### config.mk
export PLATFORM = sky130hd
export DESIGN_NAME = otube_reader
export DESIGN_NICKNAME = d
export VERILOG_FILES = /design/src/rtl/otube_reader.sv
export SDC_FILE = /design/constraint.sdc
export NUM_CORES = 1
export LEC_CHECK = 0
export CAP_MARGIN = 10
export CORE_UTILIZATION = 45
export DETAILED_ROUTE_END_ITERATION = 10
export PLACE_DENSITY = 0.64
export RECOVER_POWER = 100
export SLEW_MARGIN = 30
export SYNTH_ARGS = -nofsm -noshare
export SYNTH_HDL_FRONTEND = slang
export SYNTH_SLANG_ARGS = --single-unit
### constraint.sdc
create_clock -name clk50 -period 6.1 [get_ports clk50]
set_input_delay 1.525 -clock clk50 [delete_from_list [all_inputs] [get_ports clk50]]
set_output_delay 1.525 -clock clk50 [all_outputs]
set_load 0.01 [all_outputs]
### src/rtl/otube_reader.sv
// -----------------------------------------------------------------------------
// otube_reader
//
// Purpose:
//   Host-side reader for the tube-hit FIFO read port. Generates RD_CLK/RD_EN
//   strobes, waits for RD_VALID, captures the 16-bit OTUBE word, decodes it
//   into tube index and drift time, streams data words over a valid/ready
//   interface, and assembles 32-tube events closed by the 16'hFFFF terminator.
//
// Ports:
//   clk50          in   system clock (posedge)
//   rst_n          in   asynchronous active-low reset
//   RD_CLK         out  read strobe; rising edge with RD_EN high pops a word
//   RD_EN          out  read enable, high only around a strobe
//   RD_EMPTY       in   FIFO empty (asynchronous, double-synchronised)
//   RD_VALID       in   OTUBE holds a fresh word (asynchronous, double-synchronised)
//   OTUBE          in   [15:8] drift time, [7:0] tube name
//   enable         in   gate for starting new strobes
//   word_valid     out  decoded word available
//   word_ready     in   consumer accepts when word_valid && word_ready
//   word_time      out  drift time of the current word
//   word_tube      out  tube index 0..31
//   evt_valid      out  one-cycle pulse at event close
//   evt_hit_mask   out  bit n set when tube n had a nonzero time
//   evt_hit_count  out  popcount of evt_hit_mask
//   evt_err        out  [0] short event, [1] long event, [2] bad name seen
//   timeout_cnt    out  saturating count of RD_VALID timeouts
// -----------------------------------------------------------------------------
module otube_reader #(
    parameter int CLK_HI_CYC    = 4,
    parameter int CLK_LO_CYC    = 4,
    parameter int VALID_TIMEOUT = 64
) (
    input  logic        clk50,
    input  logic        rst_n,
    output logic        RD_CLK,
    output logic        RD_EN,
    input  logic        RD_EMPTY,
    input  logic        RD_VALID,
    input  logic [15:0] OTUBE,
    input  logic        enable,
    output logic        word_valid,
    input  logic        word_ready,
    output logic [7:0]  word_time,
    output logic [4:0]  word_tube,
    output logic        evt_valid,
    output logic [31:0] evt_hit_mask,
    output logic [5:0]  evt_hit_count,
    output logic [2:0]  evt_err,
    output logic [7:0]  timeout_cnt
);

    // One-hot encoding keeps RD_CLK a direct decode of a single state flop.
    typedef enum logic [4:0] {
        S_IDLE = 5'b00001,
        S_HI   = 5'b00010,
        S_LO   = 5'b00100,
        S_WAIT = 5'b01000,
        S_DEC  = 5'b10000
    } state_t;

    localparam logic [15:0] HI_LAST = 16'(CLK_HI_CYC - 1);
    localparam logic [15:0] LO_LAST = 16'(CLK_LO_CYC - 1);
    localparam logic [15:0] TO_LAST = 16'(VALID_TIMEOUT - 1);

    state_t      r_state;
    state_t      w_state_next;
    logic [15:0] r_cnt;

    logic [1:0]  r_empty_sync;
    logic [1:0]  r_valid_sync;
    logic        w_empty_s;
    logic        w_valid_s;

    logic [15:0] r_hold;
    logic        r_word_valid;
    logic [7:0]  r_word_time;
    logic [4:0]  r_word_tube;
    logic        r_evt_valid;
    logic [31:0] r_evt_mask;
    logic [5:0]  r_evt_count;
    logic [2:0]  r_evt_err;
    logic [7:0]  r_timeout_cnt;

    // Event accumulators
    logic [31:0] r_mask;
    logic [5:0]  r_word_cnt;
    logic        r_bad;

    logic        w_is_term;
    logic        w_name_ok;
    logic [4:0]  w_tube;
    logic [31:0] w_mask_next;
    logic [5:0]  w_popcnt;
    logic        w_timeout;

    // ------------------------------------------------------------------
    // Input synchronisers. Empty resets to 1 so nothing is strobed until
    // the real FIFO status has propagated.
    // ------------------------------------------------------------------
    always_ff @(posedge clk50 or negedge rst_n) begin
        if (!rst_n) begin
            r_empty_sync <= 2'b11;
            r_valid_sync <= 2'b00;
        end else begin
            r_empty_sync <= {r_empty_sync[0], RD_EMPTY};
            r_valid_sync <= {r_valid_sync[0], RD_VALID};
        end
    end

    assign w_empty_s = r_empty_sync[1];
    assign w_valid_s = r_valid_sync[1];

    // ------------------------------------------------------------------
    // FSM: state register. The phase counter restarts on every state change.
    // ------------------------------------------------------------------
    always_ff @(posedge clk50 or negedge rst_n) begin
        if (!rst_n) begin
            r_state <= S_IDLE;
            r_cnt   <= '0;
        end else begin
            r_state <= w_state_next;
            r_cnt   <= (w_state_next != r_state) ? 16'd0 : r_cnt + 16'd1;
        end
    end

    // FSM: next-state logic
    always_comb begin
        w_state_next = r_state;
        case (r_state)
            // A pending word that is being accepted this cycle does not block.
            S_IDLE: if (enable && !w_empty_s && (!r_word_valid || word_ready))
                        w_state_next = S_HI;
            S_HI:   if (r_cnt == HI_LAST) w_state_next = S_LO;
            S_LO:   if (r_cnt == LO_LAST) w_state_next = S_WAIT;
            S_WAIT: begin
                if (w_valid_s)
                    w_state_next = S_DEC;
                else if (r_cnt == TO_LAST)
                    w_state_next = S_IDLE;
            end
            S_DEC:  w_state_next = S_IDLE;
            default: w_state_next = S_IDLE;
        endcase
    end

    // FSM: outputs. RD_EN overlaps the first low cycle so the FIFO sees
    // it stable across the falling edge of RD_CLK.
    always_comb begin
        RD_CLK = (r_state == S_HI);
        RD_EN  = (r_state == S_HI) || ((r_state == S_LO) && (r_cnt == 16'd0));
    end

    // ------------------------------------------------------------------
    // Word classification
    // ------------------------------------------------------------------
    assign w_is_term   = (r_hold == 16'hFFFF);
    assign w_name_ok   = (r_hold[3:0] == 4'h3) || (r_hold[3:0] == 4'h4);
    assign w_tube      = {r_hold[3:0] == 4'h4, r_hold[4], r_hold[7:5]};
    assign w_mask_next = r_mask | ((r_hold[15:8] != 8'd0) ? (32'd1 << w_tube) : 32'd0);
    assign w_timeout   = (r_state == S_WAIT) && !w_valid_s && (r_cnt == TO_LAST);

    always_comb begin
        w_popcnt = '0;
        for (int i = 0; i < 32; i++)
            w_popcnt = w_popcnt + {5'd0, r_mask[i]};
    end

    // ------------------------------------------------------------------
    // Datapath: capture, stream register, event accumulation
    // ------------------------------------------------------------------
    always_ff @(posedge clk50 or negedge rst_n) begin
        if (!rst_n) begin
            r_hold        <= '0;
            r_word_valid  <= 1'b0;
            r_word_time   <= '0;
            r_word_tube   <= '0;
            r_evt_valid   <= 1'b0;
            r_evt_mask    <= '0;
            r_evt_count   <= '0;
            r_evt_err     <= '0;
            r_timeout_cnt <= '0;
            r_mask        <= '0;
            r_word_cnt    <= '0;
            r_bad         <= 1'b0;
        end else begin
            r_evt_valid <= 1'b0;

            if (r_word_valid && word_ready)
                r_word_valid <= 1'b0;

            if ((r_state == S_WAIT) && w_valid_s)
                r_hold <= OTUBE;

            if (w_timeout && (r_timeout_cnt != 8'hFF))
                r_timeout_cnt <= r_timeout_cnt + 8'd1;

            if (r_state == S_DEC) begin
                if (w_is_term) begin
                    // Terminators on an empty event are the writer's
                    // repeated trailers; they are swallowed.
                    if (r_word_cnt != 6'd0) begin
                        r_evt_valid <= 1'b1;
                        r_evt_mask  <= r_mask;
                        r_evt_count <= w_popcnt;
                        r_evt_err   <= {r_bad, r_word_cnt > 6'd32, r_word_cnt < 6'd32};
                        r_mask      <= '0;
                        r_word_cnt  <= '0;
                        r_bad       <= 1'b0;
                    end
                end else if (w_name_ok) begin
                    r_word_valid <= 1'b1;
                    r_word_time  <= r_hold[15:8];
                    r_word_tube  <= w_tube;
                    r_mask       <= w_mask_next;
                    if (r_word_cnt != 6'd63)
                        r_word_cnt <= r_word_cnt + 6'd1;
                end else begin
                    r_bad <= 1'b1;
                end
            end
        end
    end

    assign word_valid    = r_word_valid;
    assign word_time     = r_word_time;
    assign word_tube     = r_word_tube;
    assign evt_valid     = r_evt_valid;
    assign evt_hit_mask  = r_evt_mask;
    assign evt_hit_count = r_evt_count;
    assign evt_err       = r_evt_err;
    assign timeout_cnt   = r_timeout_cnt;

endmodule
; Word-level counts from Yosys, hierarchy flattened
; Cells that the tools add are included.
[op_classes]
addsub = 34
order_cmp = 2
n_eq_ne = 15
n_shift = 1
muxes = 25
n_bitwise = 2
reduce_logical = 24
[ops]
columns = operator, count
row1 = adder 6 x 1 -> 6 bit, 26
row2 = 2-to-1 mux 32 bit, 4
row3 = OR 32 bit, 1
row4 = "<< shifter 1 x 5 -> 32 bit, first input constant", 1
row5 = 2-to-1 mux 5 bit, 5
row6 = 2-to-1 mux 6 bit, 4
row7 = one-hot mux 5 bit (4 select lines), 1
row8 = "adder 16 x 1 -> 16 bit, second input constant", 1
row9 = "== test 16 bit, second input constant", 1
row10 = "== test 16 x 2 -> 1 bit, second input constant", 1
row11 = "== test 16 x 6 -> 1 bit, second input constant", 1
row12 = logical NOT 16 bit, 1
row13 = 2-to-1 mux 16 bit, 1
row14 = AND reduction 3 bit, 4
row15 = 2-to-1 mux 1 bit, 10
row16 = "adder 8 x 1 -> 8 bit, second input constant", 1
row17 = logical AND 1 bit, 8
row18 = "!= test 8 bit, second input constant", 1
row19 = nonzero test 8 bit, 1
row20 = adder 5 x 1 -> 6 bit, 1
row21 = "adder 6 x 1 -> 6 bit, second input constant", 1
row22 = "greater-than comparator 6 bit, second input constant", 1
row23 = "less-than comparator 6 bit, second input constant", 1
row24 = "!= test 6 bit, second input constant", 1
row25 = 20 further kinds, 25
[totals]
regBits = 144
output_inout_bits = 66
word_cells = 119

; Depth between registers and ports, before layout
; Gate-level depths: netlist of run 1.
[depth]
word_depth = 31
ltp_mapped = 16

; Least setup slack after synthesis of run 1
; No wires, ideal clock.
[synth_path]
path_kind = register -> register
from = reg r_mask[17]
to = reg r_evt_count[5] (netlist: evt_hit_count[5])
setup_time_ns = 0.135
t_arrival_ns = 4.378
required_time_ns = 5.965
slack_ns = 1.587
path_stages_with_launch = 17
n_path_buf = 0
path_cell_list = dfrtp_1 -> fa_1 -> inv_1 -> fa_1 -> inv_1 -> fa_1 -> fa_1 -> fa_1 -> inv_1 -> fa_1 -> inv_1 -> ha_1 -> a21o_1 -> a21oi_1 -> nor2b_1 -> o21ai_0 -> o21ai_0
[synth_via]
elab_chain_cells = 15
[synth_lines]
columns = element, line
row1 = from (decl), 86  ; logic [31:0] r_mask;
row2 = from (signal assigned), 215  ; r_mask <= w_mask_next;
row3 = adder 6 x 1 -> 6 bit (15 in a row), 166  ; w_popcnt = w_popcnt + {5'd0, r_mask[i]};
row4 = to (signal assigned), 205  ; r_evt_count <= w_popcnt;
row5 = to (decl), 81  ; logic [5:0] r_evt_count;
; Every way passes these cells.
; A chain may end at the register's enable or synchronous reset.

; Worst setup path in the final report of run 1
[layout_path]
from = reg r_mask[0]
to = reg r_evt_count[5] (netlist: evt_hit_count[5])
[layout_via]
elab_chain_cells = 31
[layout_lines]
columns = element, line
row1 = adder 1 x 1 -> 2 bit, 166
row2 = adder 2 x 1 -> 3 bit, 166
row3 = adder 3 x 1 -> 4 bit, 166
row4 = adder 4 x 1 -> 5 bit, 166
row5 = adder 5 x 1 -> 6 bit, 166
row6 = adder 6 x 1 -> 6 bit (26 in a row), 166
; Every way passes these cells.

==> run_results.csv, run 1 <==
group,metric,value,unit
placed_design,place_inst,874,
finish,drive_gt1_frac,0.0942,
setup_path,cp_slowest_stage_delay,590,ps
setup_path,critPathKind,"reg -> reg",
route,drtAntennaViolNets,0,
hold_path,hold_end,"r_valid_sync[1]",
sta,fin_crit_sh,0.808,
placed_design,port_buffers,87,
logic_synthesis,syn-num-nets,687,
placed_design,post-dp-hpwl,10200,um
sta,period_minus_slack,4930,ps
global_route,grt_max_degree,105,
job,maxCapViolCount,3,
global_route,grt_pass1_vias,4908,
pwr,leakage,0.00412,uW
sta,hold_viol,0,
finish,multi_input_area,2870,um2
sta,setup_viol,0,
route,drcViolationCount,8,
floorplanning,die_w,126,um
hold_path,hold_class,"reg -> reg",
logic_synthesis,synth.area.top_cells,"dfrtp_1, fa_1, nand2_1",
sta,fmax,0.203,GHz
floorplanning,rows,44,
floorplanning,io_pins,88,
hold_path,worstHoldPathCells,0,
finish,nFillCells,1275,
placed_design,place.gp.congestion,0.805,
setup_path,r2r-end,"evt_hit_count[5]",
logic_synthesis,ys_warn_count,0,
logic_synthesis,synth_mux_area_frac,0.0459,
cts,cts_buffers,17,
setup_path,reg2reg_depth,16,
setup_path,cp.required,6230,ps
cts,htreeDepth,4,
setup_path,rr_startpoint,"r_mask[0]",
global_route,track_usage,0.203,
setup_path,cp_common_cell,"fa_1",
sta,fin_worst_skew,6.78,ps
setup_path,path_cells,"inv_1, fa_1, fa_1, inv_1, fa_1, fa_1, fa_1, inv_1, fa_1, inv_1, ha_1, a21o_1, a21oi_1, nor2b_1, o21ai_0, o21ai_0",
sta,slew_headroom,-1.40,
logic_synthesis,yosysUniqueCellTypes,57,
sta,setup_tns,0,ps
logic_synthesis,synth_top_family_by_area,"simple AND/OR/NAND/NOR gates",
setup_path,endpoint_kind,"flip-flop",
logic_synthesis,synth-simple-area-share,0.153,
logic_synthesis,synth-seq-area-share,0.525,
status,violations,"DRC, capacitance limit, slew limit",
logic_synthesis,synthAdderAreaFrac,0.0917,
logic_synthesis,synth.avg_cell_area,10.9,um2
pwr,ir_drop,0.221,mV
cts,cts_tree,"yes",
logic_synthesis,async_reset_ff_frac,1.00,
global_route,antenna_found_initial,0,
setup_path,cp.arrival,5060,ps
logic_synthesis,yosysTopAreaCellShare,0.513,
finish,seq_area,3610,um2
cts,clock-sinks,144,
floorplanning,dieArea,15800,um2
logic_synthesis,ys_ff_latch,144,
setup_path,r2r_slack,1170,ps
cts,root_buffer,"clkbuf_16",
global_route,grt_pass1_wl,25100,um
pwr,powerDensity,262,nW/um2
floorplanning,die_h,126,um
route,dr_total_vias,4840,
route,routed_wl,14800,um
finish,n_antenna_cell,0,
cts,insertion_delay,410,ps
hold_path,holdCritStartpoint,"r_valid_sync[0]",
route,wl_per_cell,16.4,um
route,viasPerCell,5.34,
logic_synthesis,synth-main-ff-cell,"dfrtp_1",
cts,cts_resized,0,
route,detail_route.iter0.violations,388,
finish,layout.cells.non_filler,906,
logic_synthesis,synth_top_cell_by_area,"dfrtp_1",
cts,clk_pin_slew_worst_paths,60,ps
sta,drv_slew,221,
setup_path,cp-startpoint,"r_mask[0]",
setup_path,path_max_fanout,2,
finish,area_delta_synth_final,22.2,%
floorplanning,initial_core_util,0.468,
cts,cts_hold_buf,0,
floorplanning,core,14700,um2
status,status,"finished, violations left",
setup_path,crit_buf_inv,4,
route,dr.pass1.iters,8,
sta,tightest_slew,3590,ps
cts,post-cts-setup-buffers,0,
logic_synthesis,synth_edf_count,0,
sta,rsz0062_at_grt,"no",
logic_synthesis,synth_xor_area_frac,0.0306,
cts,clockBufferDepth,2,
setup_path,path_delay_family,"adder cells",
logic_synthesis,synth_compound_area_frac,0.103,
finish,fin_nets,767,
global_route,grt_remaining_overflow,0,
setup_path,cp_slowest_cell,"fa_1",
setup_path,start_kind,"flip-flop",
logic_synthesis,syn_area,6870,um2
logic_synthesis,netlist_instances,629,
placed cells by master, fill, tap and decap left out, types with 5 or more instances in the layout:
cell	netlist	layout
clkbuf_16	0	17
clkdlybuf4s50_1	0	17
a21oi_1	10	10
fa_1	24	24
nor2b_1	7	7
inv_1	59	60
a22o_1	12	12
mux2_2	28	27
o21ai_0	43	43
o32ai_1	5	5
nand4_1	11	12
o21a_1	8	8
nand2b_1	6	6
and4_1	5	5
nand3_1	14	14
nor3_1	13	13
and3_1	7	7
nor2_1	30	30
nand2_1	85	85
ha_1	12	12
xor2_1	17	17
nor4_1	5	7
xnor2_1	7	7
dlygate4sd3_1	0	69
dfrtp_1	141	141
through the flow:
step	utilization	hold slack [ps]	setup slack, ps	cell area, um2	power (uW)
after floorplan	-	331	1590	6870	1120
after global placement	0.536	339	1440	7880	1180
after detailed placement	0.536	339	1340	7880	1180
after CTS	0.577	355	1250	8480	2240
after global routing	0.572	357	789	8400	2290
final	0.572	353	1170	8400	2200
cell families after synthesis:
| logic type | count (synthesis) |
|---|---|
| compound gates | 102 |
| buf+inv | 88 |
| mux | 28 |
| flops | 144 |
| xor+xnor | 24 |
| simple gates | 207 |
| fa+ha+maj | 36 |
cells in the mapped netlist, drive strengths merged, types with 8 or more instances:
cell type / count
buf: 15
clkbuf: 13
ha: 12
xor2: 17
o21ai: 43
a21oi: 10
mux2: 28
nand4: 12
fa: 24
a22o: 12
inv: 60
dfrtp: 141
nand2: 85
o21a: 8
nand3: 14
nor3: 13
nor2: 30
nor4: 10
per-layer routing:
layer | global-route usage | share of wire | routed length, um
met2 | 0.333 | 0.50 | 7360
met5 | 0 | 0 | 0
met4 | 0.0502 | 0.011 | 167
met1 | 0.268 | 0.44 | 6590
met3 | 0.0543 | 0.048 | 711
area by class of cell:
class,instances,share of cell area
Clock inverter,10,0.0161
Multi-Input combinational cell,397,0.341
Timing Repair Buffer,89,0.104
Inverter,60,0.0268
Clock buffer,22,0.0552
Tap cell,184,0.0274
Sequential cell,144,0.429
how the worst max path moves through the flow:
stage	end	slack (ps)	cells after the start
after floorplan	evt_hit_count[5]	1590	16
after global placement	evt_hit_count[5]	1440	16
after detailed placement	evt_hit_count[5]	1340	16
after CTS	evt_hit_count[5]	1250	16
after global routing	evt_hit_count[5]	790	6
final	evt_hit_count[5]	1170	16
worst reg2reg max path: stages, from the launching register on:
cell	delay [ps]
dfrtp_1	350
inv_1	70
fa_1	530
fa_1	420
inv_1	90
fa_1	440
fa_1	520
fa_1	540
inv_1	50
fa_1	590
inv_1	70
ha_1	290
a21o_1	190
a21oi_1	220
nor2b_1	70
o21ai_0	130
o21ai_0	90
sequential cells by signal, summed over array words and instances, names as in the netlist:
name / count
evt_valid: 1
r_state: 5
r_mask: 32
word_tube: 5
evt_hit_count: 6
evt_err: 3
r_cnt: 16
timeout_cnt: 8
r_hold: 16
r_empty_sync: 2
evt_hit_mask: 32
r_bad: 1
r_word_cnt: 6
word_time: 8
word_valid: 1
r_valid_sync: 2
power breakdown:
| part | total [uW] | internal (uW) | switching [uW] |
|---|---|---|---|
| clock network | 1050 | 663 | 388 |
| logic | 148 | 57.8 | 90.7 |
| registers | 1000 | 978 | 26.5 |
(Power assumes the default switching activity.)
==> run 2, diff against run 1 <==
--- a/config.mk
+++ b/config.mk
@@ -8,7 +8,7 @@
 export CAP_MARGIN = 10
 export CORE_UTILIZATION = 45
 export DETAILED_ROUTE_END_ITERATION = 10
-export PLACE_DENSITY = 0.64
+export PLACE_DENSITY = 0.67
 export RECOVER_POWER = 100
 export SLEW_MARGIN = 30
 export SYNTH_ARGS = -nofsm -noshare
==> constraint.sdc (replaced) <==
create_clock -name clk50 -period 4.08 [get_ports clk50]
set_input_delay 1.02 -clock clk50 [delete_from_list [all_inputs] [get_ports clk50]]
set_output_delay 1.02 -clock clk50 [all_outputs]
set_load 0.01 [all_outputs]
==> run_results.csv, run 2 (same netlist as run 1, synthesis figures left out) <==
group,metric,value,unit
sta,period_minus_slack,4590,ps
sta,fin_worst_skew,9.29,ps
placed_design,post-dp-hpwl,10500,um
finish,final_cell_mix,"dfrtp_1, nand2_1, dlygate4sd3_1, inv_1, o21ai_0",
global_route,grt_pass1_wl,24700,um
cts,htreeDepth,4,
finish,fin_util,0.586,
setup_path,path_cells,"fa_1, inv_1, fa_2, fa_2, fa_1, fa_2, fa_2, inv_2, ha_4, inv_2, fa_2, inv_1, a21o_1, a21oi_2, xor2_1, o21ai_1",
cts,insertion_delay,420,ps
pwr,ir_drop,0.259,mV
route,viasPerCell,5.34,
sta,fin_crit_sh,1.13,
pwr,powerDensity,388,nW/um2
hold_path,hold_class,"reg -> reg",
sta,setup_ws,-512,ps
finish,nFillCells,1211,
floorplanning,dieArea,15800,um2
setup_path,critPathKind,"reg -> reg",
setup_path,cp.required,4370,ps
floorplanning,core,14700,um2
setup_path,rr_startpoint,"r_mask[21]",
route,wl_per_cell,16.0,um
cts,cts_tree,"yes",
sta,setup_viol,5,
sta,drv_slew,112,
floorplanning,die_w,126,um
placed_design,place_inst,890,
global_route,antenna_found_initial,0,
route,routed_wl,14800,um
setup_path,cp_slowest_cell,"fa_2",
sta,fmax,0.218,GHz
job,maxCapViolCount,2,
placed_design,port_buffers,87,
floorplanning,io_pins,88,
sta,tightest_slew,2280,ps
cts,clockBufferDepth,2,
floorplanning,die_h,126,um
pwr,leakage,0.00419,uW
floorplanning,rows,44,
finish,area_delta_synth_final,25.3,%
cts,clock-sinks,144,
setup_path,cp_slowest_stage_delay,550,ps
setup_path,cp_common_cell,"fa_2",
finish,layout.cells.non_filler,924,
floorplanning,initial_core_util,0.468,
sta,hold_viol,0,
global_route,grt_pass1_vias,4911,
global_route,grt_max_degree,93,
status,violations,"DRC, capacitance limit, slew limit, setup timing",
cts,clk_pin_slew_worst_paths,60,ps
route,drtAntennaViolNets,0,
status,status,"finished, violations left",
placed_design,place.gp.congestion,0.792,
route,dr.pass1.iters,8,
route,drcViolationCount,4,
global_route,grt_remaining_overflow,0,
route,dr_total_vias,4931,
finish,drive_gt1_frac,0.153,
finish,final_common_cell,"dfrtp_1",
setup_path,reg2reg_depth,16,
setup_path,endpoint_kind,"flip-flop",
setup_path,path_max_fanout,2,
setup_path,start_kind,"flip-flop",
setup_path,cp.arrival,4890,ps
setup_path,r2r-end,"evt_hit_count[4]",
setup_path,r2r_slack,-510,ps
hold_path,holdCritStartpoint,"r_empty_sync[0]",
finish,n_antenna_cell,0,
finish,fin_nets,785,
route,detail_route.iter0.violations,375,
hold_path,hold_end,"r_empty_sync[1]",
sta,slew_headroom,-0.517,
cts,cts_buffers,17,
sta,rsz0062_at_grt,"yes",
cts,cts_hold_buf,0,
cts,root_buffer,"clkbuf_16",
global_route,track_usage,0.201,
hold_path,worstHoldPathCells,0,
## run 2: changes by cell type in the layout (fill, tap and decap cells not counted), moves of 5 or more
cell	change
fa_1	-8
inv_2	+10
inv_1	-10
fa_2	+8
o21ai_1	+5
o21ai_0	-5
buf_4	+18
## run 2: per-stage QoR
| step | power, uW | TNS [ps] | instance area [um2] | hold WS, ps | worst slack, ps |
|---|---|---|---|---|---|
| after floorplan | 1680 | -1220 | 6890 | 331 | -381 |
| after global placement | 1760 | -1680 | 8030 | 344 | -447 |
| after detailed placement | 1770 | -2150 | 8030 | 340 | -532 |
| after CTS | 3390 | -2070 | 8660 | 354 | -508 |
| after global routing | 3470 | -2850 | 8610 | 354 | -684 |
| final | 3340 | -1860 | 8610 | 348 | -512 |
## run 2: power breakdown
part	switching, uW	leakage [uW]	internal, uW	total (uW)
registers	39.5	0.00198	1460	1500
logic	133	0.00192	89.4	222
clock network	606	0.000291	1010	1620
## run 2: worst max path at each step
| stage | startpoint | endpoint | slack [ps] | depth (start not counted) |
|---|---|---|---|---|
| 3_3_place_gp | r_mask[21] | evt_hit_count[4] | -450 | 16 |
| 4_1_cts | r_mask[21] | evt_hit_count[4] | -510 | 16 |
| 2_1_floorplan | r_mask[21] | evt_hit_count[4] | -380 | 16 |
| 3_5_place_dp | r_mask[21] | evt_hit_count[4] | -530 | 16 |
| 6_report | r_mask[21] | evt_hit_count[4] | -510 | 16 |
| 5_1_grt | r_mask[21] | evt_hit_count[4] | -680 | 16 |
## run 2: layout make-up
| class | count | area, um2 | area share |
|---|---|---|---|
| flip-flops and latches | 144 | 3610 | 0.419 |
| multi-input cells | 397 | 2900 | 0.337 |
| repair buffers | 107 | 1030 | 0.119 |
| clock buffers | 20 | 467 | 0.0542 |
| well taps | 184 | 230 | 0.0267 |
| inverters | 60 | 225 | 0.0262 |
| clock inverters | 12 | 155 | 0.0180 |
## run 2: repair_timing
item / CTS / global route
resized for setup: 1 / 19
pin swaps: 2 / 6
hold endpoints to repair: 0 / 0
endpoints found under the setup margin: 5 / 6
setup buffers: 1 / 1
## run 2: routing by layer
layer / track usage / share of wire / up-vias
met4: 0.0861 / 0.019 / 0
met3: 0.0492 / 0.041 / 22
met2: 0.329 / 0.50 / 109
met1: 0.254 / 0.44 / 2466
li1: - / - / 2334
met5: 0 / 0 / -
## run 2: worst max-delay path, delay by kind of cell, from the launching register on
family / cells / cell delay, ps
buffers and inverters: 4 / 180
xor gates and xnor gates: 1 / 160
DFF: 1 / 390
adders and majority gates: 8 / 3380
AOI/OAI and AO/OA: 3 / 350
==> run 3, diff against run 2 <==
--- a/config.mk
+++ b/config.mk
@@ -10,7 +10,7 @@
 export DETAILED_ROUTE_END_ITERATION = 10
 export PLACE_DENSITY = 0.67
 export RECOVER_POWER = 100
-export SLEW_MARGIN = 30
+export SLEW_MARGIN = 25
 export SYNTH_ARGS = -nofsm -noshare
 export SYNTH_HDL_FRONTEND = slang
 export SYNTH_SLANG_ARGS = --single-unit
==> run_results.csv, run 3 (same netlist as run 1, synthesis figures left out) <==
group,metric,value,unit
cts,cts_buffers,17,
floorplanning,core,14700,um2
route,dr.pass1.iters,7,
pwr,ir_drop,0.256,mV
global_route,grt_pass1_wl,24700,um
pwr,leakage,0.00419,uW
placed_design,place_inst,890,
pwr,powerDensity,388,nW/um2
route,drtAntennaViolNets,0,
setup_path,start_kind,"flip-flop",
floorplanning,die_h,126,um
route,detail_route.iter0.violations,302,
sta,setup_viol,5,
route,dr_total_vias,4899,
floorplanning,io_pins,88,
sta,slew_headroom,-0.493,
cts,cts_tree,"yes",
sta,period_minus_slack,4590,ps
sta,tightest_slew,2240,ps
placed_design,dpl-instance-area,8030,um2
placed_design,port_buffers,87,
placed_design,post-dp-hpwl,10500,um
floorplanning,die_w,126,um
hold_path,hold_class,"reg -> reg",
finish,final_common_cell,"dfrtp_1",
route,wl_per_cell,16.0,um
finish,drive_gt1_frac,0.153,
job,maxCapViolCount,2,
sta,fmax,0.218,GHz
route,drcViolationCount,4,
pwr,seqPwrFrac,0.450,
placed_design,dp_slack,-532,ps
finish,area_delta_synth_final,25.3,%
status,status,"finished, violations left",
global_route,track_usage,0.201,
setup_path,path_max_fanout,2,
route,viasPerCell,5.30,
status,violations,"DRC, capacitance limit, slew limit, setup timing",
setup_path,cp.required,4370,ps
setup_path,cp.arrival,4880,ps
sta,fin_crit_sh,1.13,
pwr,comb_power_share,0.067,
route,routed_wl,14700,um
global_route,grt_pass1_vias,4911,
cts,cts_hold_buf,0,
floorplanning,rows,44,
global_route,grt_max_degree,93,
sta,setup_ws,-512,ps
cts,clock-sinks,144,
cts,clk_pin_slew_worst_paths,60,ps
setup_path,endpoint_kind,"flip-flop",
cts,insertion_delay,420,ps
floorplanning,dieArea,15800,um2
cts,root_buffer,"clkbuf_16",
cts,clockBufferDepth,2,
finish,fin_nets,785,
global_route,grt_remaining_overflow,0,
finish,layout.cells.non_filler,924,
global_route,antenna_found_initial,0,
pwr,netSwitchingPower,776,uW
floorplanning,initial_core_util,0.468,
finish,final_cell_area,8610,um2
sta,rsz0062_at_grt,"yes",
sta,drv_slew,112,
setup_path,critPathKind,"reg -> reg",
pwr,p_int,2560,uW
pwr,clock_power_share,0.484,
sta,fin_worst_skew,9.61,ps
cts,htreeDepth,4,
pwr,swShare,0.232,
sta,hold_viol,0,
finish,n_antenna_cell,0,
sta,hold_slack,351,ps
placed_design,place.gp.congestion,0.792,
finish,final_cell_mix,"dfrtp_1, nand2_1, dlygate4sd3_1, inv_1, o21ai_0",
==> run 3: cell counts in the layout (fill, tap and decap cells not counted) <==
No cell type changed its count.
==> run 3: final cells by class <==
class                           instances  area [um2]
Fill cell                            1209        6090
Clock inverter                         12         155
Inverter                               60         225
Clock buffer                           20         467
Timing Repair Buffer                  107        1030
Multi-Input combinational cell        397        2900
Sequential cell                       144        3610
Tap cell                              184         230
==> run 3: stage by stage <==
stage / power (uW) / setup TNS, ps / utilization
after detailed placement: 1770 / -2150 / 0.547
after floorplan: 1680 / -1220 / -
after global placement: 1760 / -1680 / 0.547
after global routing: 3470 / -2670 / 0.586
after CTS: 3390 / -2070 / 0.589
final: 3340 / -1860 / 0.586
==> run 3: final timing paths <==
kind / from / to / slack (ps) / cells after the start
worst max-delay path: r_mask[21] / evt_hit_count[4] / -510 / 16
worst min-delay path: r_empty_sync[0] / r_empty_sync[1] / 350 / 0
worst max register to register: r_mask[21] / evt_hit_count[4] / -510 / 16
worst min register to register: r_empty_sync[0] / r_empty_sync[1] / 350 / 0
max in group asynchronous: rst_n / r_hold[1] / 650 / 2
min in group asynchronous: rst_n / timeout_cnt[0] / 1280 / 1
==> run 3: power by group through the flow <==
| stage | logic [uW] | clock network, uW | registers [uW] |
|---|---|---|---|
| 2_1_floorplan | 173 | 0 | 1500 |
| 3_3_place_gp | 233 | 0 | 1530 |
| 3_5_place_dp | 239 | 0 | 1530 |
| 4_1_cts | 241 | 1650 | 1500 |
| 5_1_grt | 255 | 1710 | 1510 |
| 6_report | 223 | 1610 | 1500 |
==> run 3: timing repair <==
item	4_1_cts	5_1_grt
pin swaps	2	6
setup endpoints to repair	5	6
resized for setup	1	19
setup buffers	1	1
==> run 3: routing by layer <==
layer / global-route usage / wire length (um) / up-vias
li1: - / - / 2332
met1: 0.254 / 6420 / 2431
met2: 0.329 / 7410 / 112
met3: 0.0492 / 643 / 24
met4: 0.0861 / 269 / 0
met5: 0 / 0 / -
==> run 3: critical path, cell delays in order (launching register included) <==
cell and delay, ps:
dfrtp_1 390, fa_1 530, inv_1 50, fa_2 530, fa_2 440, fa_1 540
fa_2 450, fa_2 550, inv_2 40, ha_4 150, inv_2 50, fa_2 190
inv_1 40, a21o_1 150, a21oi_2 130, xor2_1 160, o21ai_1 70
